===== src/rtl/uart_tx_fifo.sv =====
// Byte FIFO that feeds a UART transmitter. The host pushes bytes at clock rate.
// A three-state drain FSM hands one byte at a time to the transmitter's
// din/wr_en inputs and paces on its tx_busy flag.
module uart_tx_fifo #(
   parameter int DEPTH   = 16,
   parameter int AW      = 4,
   parameter int BUSY_TO = 4
) (
   input  logic          CLK,
   input  logic          RST,
   input  logic [7:0]    wr_data,
   input  logic          wr_valid,
   output logic          full,
   output logic          empty,
   output logic [AW:0]   count,
   output logic          overflow,
   output logic [7:0]    tx_din,
   output logic          tx_wr_en,
   input  logic          tx_busy
);

   localparam int TW = (BUSY_TO > 2) ? $clog2(BUSY_TO) : 1;
   localparam logic [TW-1:0] TO_LAST = TW'(BUSY_TO - 1);
   localparam logic [AW:0]   CNT_MAX = (AW+1)'(DEPTH);

   typedef enum logic [1:0] {
      S_IDLE,
      S_WAIT_BUSY,
      S_WAIT_DONE
   } state_t;

   state_t          r_state;
   state_t          w_state_nxt;
   logic [7:0]      r_mem [DEPTH];
   logic [AW-1:0]   r_wr_ptr;
   logic [AW-1:0]   r_rd_ptr;
   logic [AW:0]     r_count;
   logic [AW:0]     w_count_nxt;
   logic            r_full;
   logic            r_empty;
   logic            r_overflow;
   logic [7:0]      r_tx_din;
   logic            r_tx_wr_en;
   logic [TW-1:0]   r_to_cnt;
   logic            w_wr_acc;
   logic            w_pop;
   logic            w_to_inc;

   // A write is accepted only against the registered full flag, so a pop in the
   // same cycle never frees a slot for a write made while full.
   assign w_wr_acc = wr_valid && !r_full;

   // Drain FSM state register.
   always_ff @(posedge CLK) begin
      // NOTE: sequential state uses non-blocking assignments so every register
      // samples the pre-edge values; blocking here would create order-dependent races.
      if (RST) r_state <= S_IDLE;
      else     r_state <= w_state_nxt;
   end

   // Drain FSM next state plus pop and timeout-advance decisions.
   always_comb begin
      // NOTE: every output of this block gets a default first, otherwise paths
      // that do not assign it would infer a latch.
      w_state_nxt = r_state;
      w_pop       = 1'b0;
      w_to_inc    = 1'b0;
      unique case (r_state)
         S_IDLE: begin
            if (!r_empty && !tx_busy) begin
               w_pop       = 1'b1;
               w_state_nxt = S_WAIT_BUSY;
            end
         end
         S_WAIT_BUSY: begin
            // If busy never rises, the byte is treated as sent after BUSY_TO cycles.
            if (tx_busy)                 w_state_nxt = S_WAIT_DONE;
            else if (r_to_cnt == TO_LAST) w_state_nxt = S_IDLE;
            else                          w_to_inc    = 1'b1;
         end
         S_WAIT_DONE: begin
            if (!tx_busy) w_state_nxt = S_IDLE;
         end
         default: w_state_nxt = S_IDLE;
      endcase
   end

   // Occupancy after this edge. A simultaneous push and pop leaves it unchanged.
   always_comb begin
      w_count_nxt = r_count;
      unique case ({w_wr_acc, w_pop})
         2'b10:   w_count_nxt = r_count + 1'b1;
         2'b01:   w_count_nxt = r_count - 1'b1;
         default: w_count_nxt = r_count;
      endcase
   end

   // Byte storage.
   always_ff @(posedge CLK) begin
      // NOTE: the memory array is deliberately not reset. Only the pointers and
      // count define which entries are valid, so stale contents are harmless.
      if (w_wr_acc) r_mem[r_wr_ptr] <= wr_data;
   end

   // Pointers, status flags, transmitter handshake and timeout counter.
   always_ff @(posedge CLK) begin
      if (RST) begin
         r_wr_ptr   <= '0;
         r_rd_ptr   <= '0;
         r_count    <= '0;
         r_full     <= 1'b0;
         r_empty    <= 1'b1;
         r_overflow <= 1'b0;
         r_tx_din   <= 8'h00;
         r_tx_wr_en <= 1'b0;
         r_to_cnt   <= '0;
      end else begin
         if (w_wr_acc) r_wr_ptr <= r_wr_ptr + 1'b1;
         if (w_pop) begin
            r_rd_ptr <= r_rd_ptr + 1'b1;
            r_tx_din <= r_mem[r_rd_ptr];
            r_to_cnt <= '0;
         end else if (w_to_inc) begin
            r_to_cnt <= r_to_cnt + 1'b1;
         end
         r_tx_wr_en <= w_pop;
         r_overflow <= wr_valid && r_full;
         r_count    <= w_count_nxt;
         r_full     <= (w_count_nxt == CNT_MAX);
         r_empty    <= (w_count_nxt == '0);
      end
   end

   assign full     = r_full;
   assign empty    = r_empty;
   assign count    = r_count;
   assign overflow = r_overflow;
   assign tx_din   = r_tx_din;
   assign tx_wr_en = r_tx_wr_en;

endmodule

===== config.mk =====
export PLATFORM = sky130hd
export DESIGN_NAME = uart_tx_fifo
export DESIGN_NICKNAME = d
export VERILOG_FILES = /design/src/rtl/uart_tx_fifo.sv
export SDC_FILE = /design/constraint.sdc
export NUM_CORES = 1
export LEC_CHECK = 0
export BUFFER_PORTS_ARGS = -buffer_cell sky130_fd_sc_hd__buf_2
export CORE_MARGIN = 1.5
export CORE_UTILIZATION = 31
export CTS_CLUSTER_SIZE = 12
export DETAILED_ROUTE_END_ITERATION = 10
export HOLD_SLACK_MARGIN = 0.1
export PLACE_DENSITY = 0.47
export SLEW_MARGIN = 40
export SYNTH_ARGS = -nofsm -noshare
export SYNTH_HDL_FRONTEND = slang
export SYNTH_SLANG_ARGS = --single-unit

===== constraint.sdc =====
create_clock -name CLK -period 5.8 [get_ports CLK]
set_input_delay 0.87 -clock CLK [delete_from_list [all_inputs] [get_ports CLK]]
set_output_delay 0.87 -clock CLK [all_outputs]
set_load 0.02 [all_outputs]

=== Yosys cells after proc, flatten, opt, wreduce, memory -nomap -nowiden ===
Memories as Yosys holds them, arrays and structs flattened. A register that Yosys moved wholly into a read port is not among the register bits.
Index checks and enable logic that the tools add are counted.

* Reductions and logical operators: 10
* Add/sub/neg operators: 5
* Muxes and demuxes: 13
* Equal/unequal tests: 9

{| class="wikitable"
|+ Operator list
! operator !! count
|-
| case mux 5 bit (2 select lines) || 1
|-
| adder 4 x 1 -> 4 bit (second input constant) || 2
|-
| 2-to-1 mux 2 bit || 4
|-
| 2-to-1 mux 1 bit || 7
|-
| == test 2 bit (second input constant) || 3
|-
| case mux 2 bit (3 select lines) || 1
|-
| adder 5 x 1 -> 5 bit (second input constant) || 1
|-
| == test 5 bit (second input constant) || 1
|-
| zero test 5 bit || 1
|-
| subtractor 5 x 1 -> 5 bit (second input constant) || 1
|-
| == test 2 x 1 -> 1 bit (second input constant) || 2
|-
| inequality test 2 bit (second input constant) || 2
|-
| logical AND 1 bit || 3
|-
| zero test 1 bit || 3
|-
| inequality test 3 bit (second input constant) || 1
|-
| AND reduction 3 bit || 1
|-
| adder 2 x 1 -> 2 bit (second input constant) || 1
|-
| zero test 2 bit || 1
|-
| OR reduction 2 bit || 1
|}

* Bits in writable memories: 128
* Memories kept: 1
* Output and inout port bits: 17
* Word-level logic and storage cells: 47
* Bits of input ports: 12
* Bits in registers: 21

{| class="wikitable"
|+ Memories
! name !! words !! width !! read ports !! clocked after Yosys merged registers in !! write ports !! line !! RTL
|-
| r_mem || 16 || 8 || 1 || 1 || 1 || 34 || <nowiki>logic [7:0] r_mem [DEPTH];</nowiki>
|}

=== Depth between registers and ports, before layout ===
* Depth after elaboration: 7
* Gate-level depth with buffers: 11
* Depth with buffers taken out: 10

=== Worst setup path before layout ===
OpenSTA, ideal clock, no wires.

* Kind: input to register
* From: input port tx_busy
* To: register r_full, in the netlist full
* Arrival: 2929 ps
* Path slack: 2780 ps
* Setup time: 91 ps
* Stages: 10
* Path buffers: 1
* Data required time: 5709 ps
* Cells stage by stage: nor4_4 -> buf_6 -> ha_1 -> xor2_1 -> ha_1 -> a21oi_1 -> mux2i_1 -> xnor2_1 -> and2_1 -> nor4bb_1

* Longest elaborated chain between the ends: 7
* Elaborated cells on any way between the ends: 8
* Classes of those cells: 3 x eq/ne; 3 x mux; 2 x reduce/logical

{| class="wikitable"
|+ Ends and longest elaborated chain
! element !! line !! RTL
|-
| start, declared || 19 || <nowiki>input logic tx_busy</nowiki>
|-
| zero test 1 bit * || n/a ||
|-
| logical AND 1 bit * || 70 || <nowiki>if (!r_empty && !tx_busy) begin</nowiki>
|-
| 2-to-1 mux 1 bit * || 70 ||
|-
| 2-to-1 mux 1 bit * || 68 || <nowiki>unique case (r_state)</nowiki>
|-
| named net w_pop || 46 || <nowiki>logic w_pop;</nowiki>
|-
| == test 2 x 1 -> 1 bit / == test 2 bit (equally long branches) || 91 || <nowiki>unique case ({w_wr_acc, w_pop})</nowiki>
|-
| case mux 5 bit (2 select lines) * || 91 ||
|-
| == test 5 bit * || 129 || <nowiki>r_full <= (w_count_nxt == CNT_MAX);</nowiki>
|-
| end signal, assigned || 129 ||
|-
| end, declared || 39 || <nowiki>logic r_full;</nowiki>
|}

The timed path passes the listed nets; every way through them passes the cells marked *.
A chain may end at the register's enable or synchronous reset.

=== Final worst setup path ===
* From: input port wr_valid
* To: register r_full, in the netlist full

* Longest elaborated chain between the ends: 4
* Elaborated cells on any way between the ends: 5
* Classes of those cells: 3 x eq/ne; 1 x mux; 1 x reduce/logical

{| class="wikitable"
|+ Ends and longest elaborated chain
! element !! line !! RTL
|-
| start, declared || 12 || <nowiki>input logic wr_valid,</nowiki>
|-
| logical AND 1 bit * || 51 || <nowiki>assign w_wr_acc = wr_valid && !r_full;</nowiki>
|-
| == test 2 x 1 -> 1 bit / == test 2 bit (equally long branches) || 91 ||
|-
| case mux 5 bit (2 select lines) * || 91 ||
|-
| == test 5 bit * || 129 ||
|}

Mark *: on every way between the ends. The rest lies on a longest branch, timed or not.

==> flow_summary.ini <==
[run_status]
status = finished clean

[worst_setup_path]
arrival_ps = 3320
crit_fanout = 9
cp-end-kind = flip-flop
crit_top_cell = ha_1
worst_path_largest_cell_delay_ps = 490
critPathSlowestCell = nor2b_1
path_cells = buf_2 -> nor2b_1 -> inv_1 -> ha_1 -> xor2_1 -> ha_1 -> a21oi_1 -> mux2i_1 -> xnor2_1 -> and2_1 -> nor4bb_1
start_kind = input port
cp_data_required_time_ps = 6130
critPathKind = in -> reg
r2r_cells = 10

[power]
vdd_drop_max_mv = 0.1713
powerDensity_mw_per_mm2 = 374.1
fin_total_pwr_w = 0.002738
power_leakage_nw = 2.431

[logic_synthesis]
synthTopCellsByArea = edfxtp_1 60%, dfxtp_1 9.1%, mux4_1 7.0%, mux4_2 5.3%, nor2_1 2.4%
synth_edf_count = 128
yosysUniqueCellTypes = 42
synth_area_mm2 = 0.006379
synth_nets = 380
postSynthAreaPerCell_um2 = 17.77
synth_top_area_cell = edfxtp_1
yosys_register_bits = 157
synth.yosys.seq_area_share_pct = 69.36
synth-main-ff-cell = edfxtp_1
synth_top_area_share_pct = 60.26
async_reset_ff_share_pct = 0
synthCells = 359
ys_warn_count = 0

[global_routing]
grt_use_met2_pct = 21.40
grt.total_usage_pct = 13.10
grt_max_degree = 36
antenna_found_initial = 0
grt_pass1_wl_um = 20070
use_met3_pct = 2.813
gr-total-overflow = 0
busiest_layer = met2
grtUsageMet1_pct = 16.51
grt_pass1_vias = 3208

[sta]
min_period_ps = 2995
setup_tns_ps = 0
rsz0062_at_grt = false
setup_violations = 0
skew_ps = 5.428
fmax_mhz = 333.8
slew_headroom_pct = 47.13
finalCritPeriodShare_pct = 51.65
max_slew.worst_pin.slew_ps = 790.1
slew_viol_final = 0
hold_viol = 0

[final_layout]
drive_gt1_share_pct = 22.22
nets = 416
fill_cells = 1911
stdcell_area_mm2 = 0.007320
layout_common_cells = 128 x edfxtp_1, 29 x nor2_1, 28 x dfxtp_1, 28 x buf_2
antenna_cells = 0
fin_cells = 675
area_growth_pct = 14.75
layout_commonest_cell = edfxtp_1

[die]
core_area_mm2 = 0.02023
die_w_um = 146.4
ios = 29
initial_core_util_pct = 31.52
die_y_um = 146.4
die-area_mm2 = 0.02145
num_rows = 52

[place]
hpwlAfterDp_um = 8217
postPlaceCellArea_mm2 = 0.006714
placedCellCount = 646
numPortBuffers = 28
gp_congestion = 0.7138

[cts]
cts_buffer_depth = 2
path_clk_slew_ps = 50
cts-resized-gates = 0
cts_root_buffer = clkbuf_16
cts_tree = built
insertion_delay_ps = 420
cts_max_level = 4
numCtsBuffers = 17
post_cts_buffers = 0
clock-sinks = 157
ctsHoldBuffers = 0

[drt]
routed_via_density = 4.772
ant_nets = 0
routedWlPerCell_um = 19.59
vias = 3221
drt_iter0_drc = 219
firstDrtPassIters = 4
wirelength_um = 13220
drc_errors = 0

[min_path]
worstHoldPathCells = 2
hold_path.class = reg -> reg

[job]
cap_violations = 0
==> per-stage QoR <==
stage	setup slack [ps]	hold WS, ps	utilization, %
after floorplan	2780	500.5	-
after global placement	2524	437.2	33.16
after detailed placement	2390	440.0	33.18
after CTS	2828	447.8	36.06
after global routing	2583	477.2	36.17
final	2805	444.6	36.17
==> power by group <==
part	switching, W	leakage [nW]	internal [W]
clock network	0.000412	0.285	0.000708
registers	0.0000389	1.39	0.00126
logic	0.000175	0.754	0.000149
==> layout make-up <==
type	instances	area (um2)	area share, %
clock buffer	20	436.7	5.966
inverter	4	15.01	0.2051
timing repair buffer	35	192.7	2.632
sequential	157	4425	60.46
tap	270	337.8	4.615
multi-input combinational	180	1765	24.12
clock inverter	9	146.4	2.000
==> metal layers <==
layer | up-vias | part of all wire [%]
met5 | - | 0
met4 | 0 | 2.0
met3 | 15 | 2.6
met2 | 47 | 50
met1 | 1687 | 46
li1 | 1472 | -
==> kinds of logic (layout without fill, tap and decap cells) <==
kind of cell	Yosys count	in the layout	synth area share [%]
AOI/OAI and AO/OA	30	30	3.276
xor gates and xnor gates	12	12	1.648
adders and majority gates	9	9	1.765
buffers and inverters	22	68	3.393
DFF	157	157	69.36
muxes	44	44	14.18
and+or+nand+nor	85	85	6.375
==> critical path, delay by kind of cell <==
| kind | cells | cell delay [ps] |
|---|---|---|
| multiplexers | 1 | 250 |
| AO/OA/AOI/OAI | 1 | 170 |
| buffers and inverters | 2 | 220 |
| AND/OR/NAND/NOR | 3 | 890 |
| adder cells (fa/ha/maj) | 2 | 560 |
| XOR/XNOR | 2 | 360 |
==> registers in the layout (all words and copies together), names as in the netlist <==
signal    flops
r_mem       128
tx_din        8
full          1
count         5
tx_wr_en      1
r_wr_ptr      4
empty         1
overflow      1
r_rd_ptr      4
r_state       2
r_to_cnt      2
==> Yosys cell counts (all sizes together), types with 3 or more instances <==
cell	instances
edfxtp	128
nor2	40
mux4	32
dfxtp	29
nand2	17
a22oi	16
mux2i	12
buf	9
ha	9
clkbuf	7
nor3	7
nor2b	6
xnor2	6
xor2	6
inv	4
a21oi	3
nand2b	3
o21ai	3
==> path summary, 6_finish.rpt <==
path	end	slack, ps	start
worst max-delay path	full	2800	wr_valid
worst min-delay path	overflow	440	full
worst max register to register	full	3040	full
worst min register to register	overflow	440	full
Note: power is estimated with default switching activity, not from simulation.
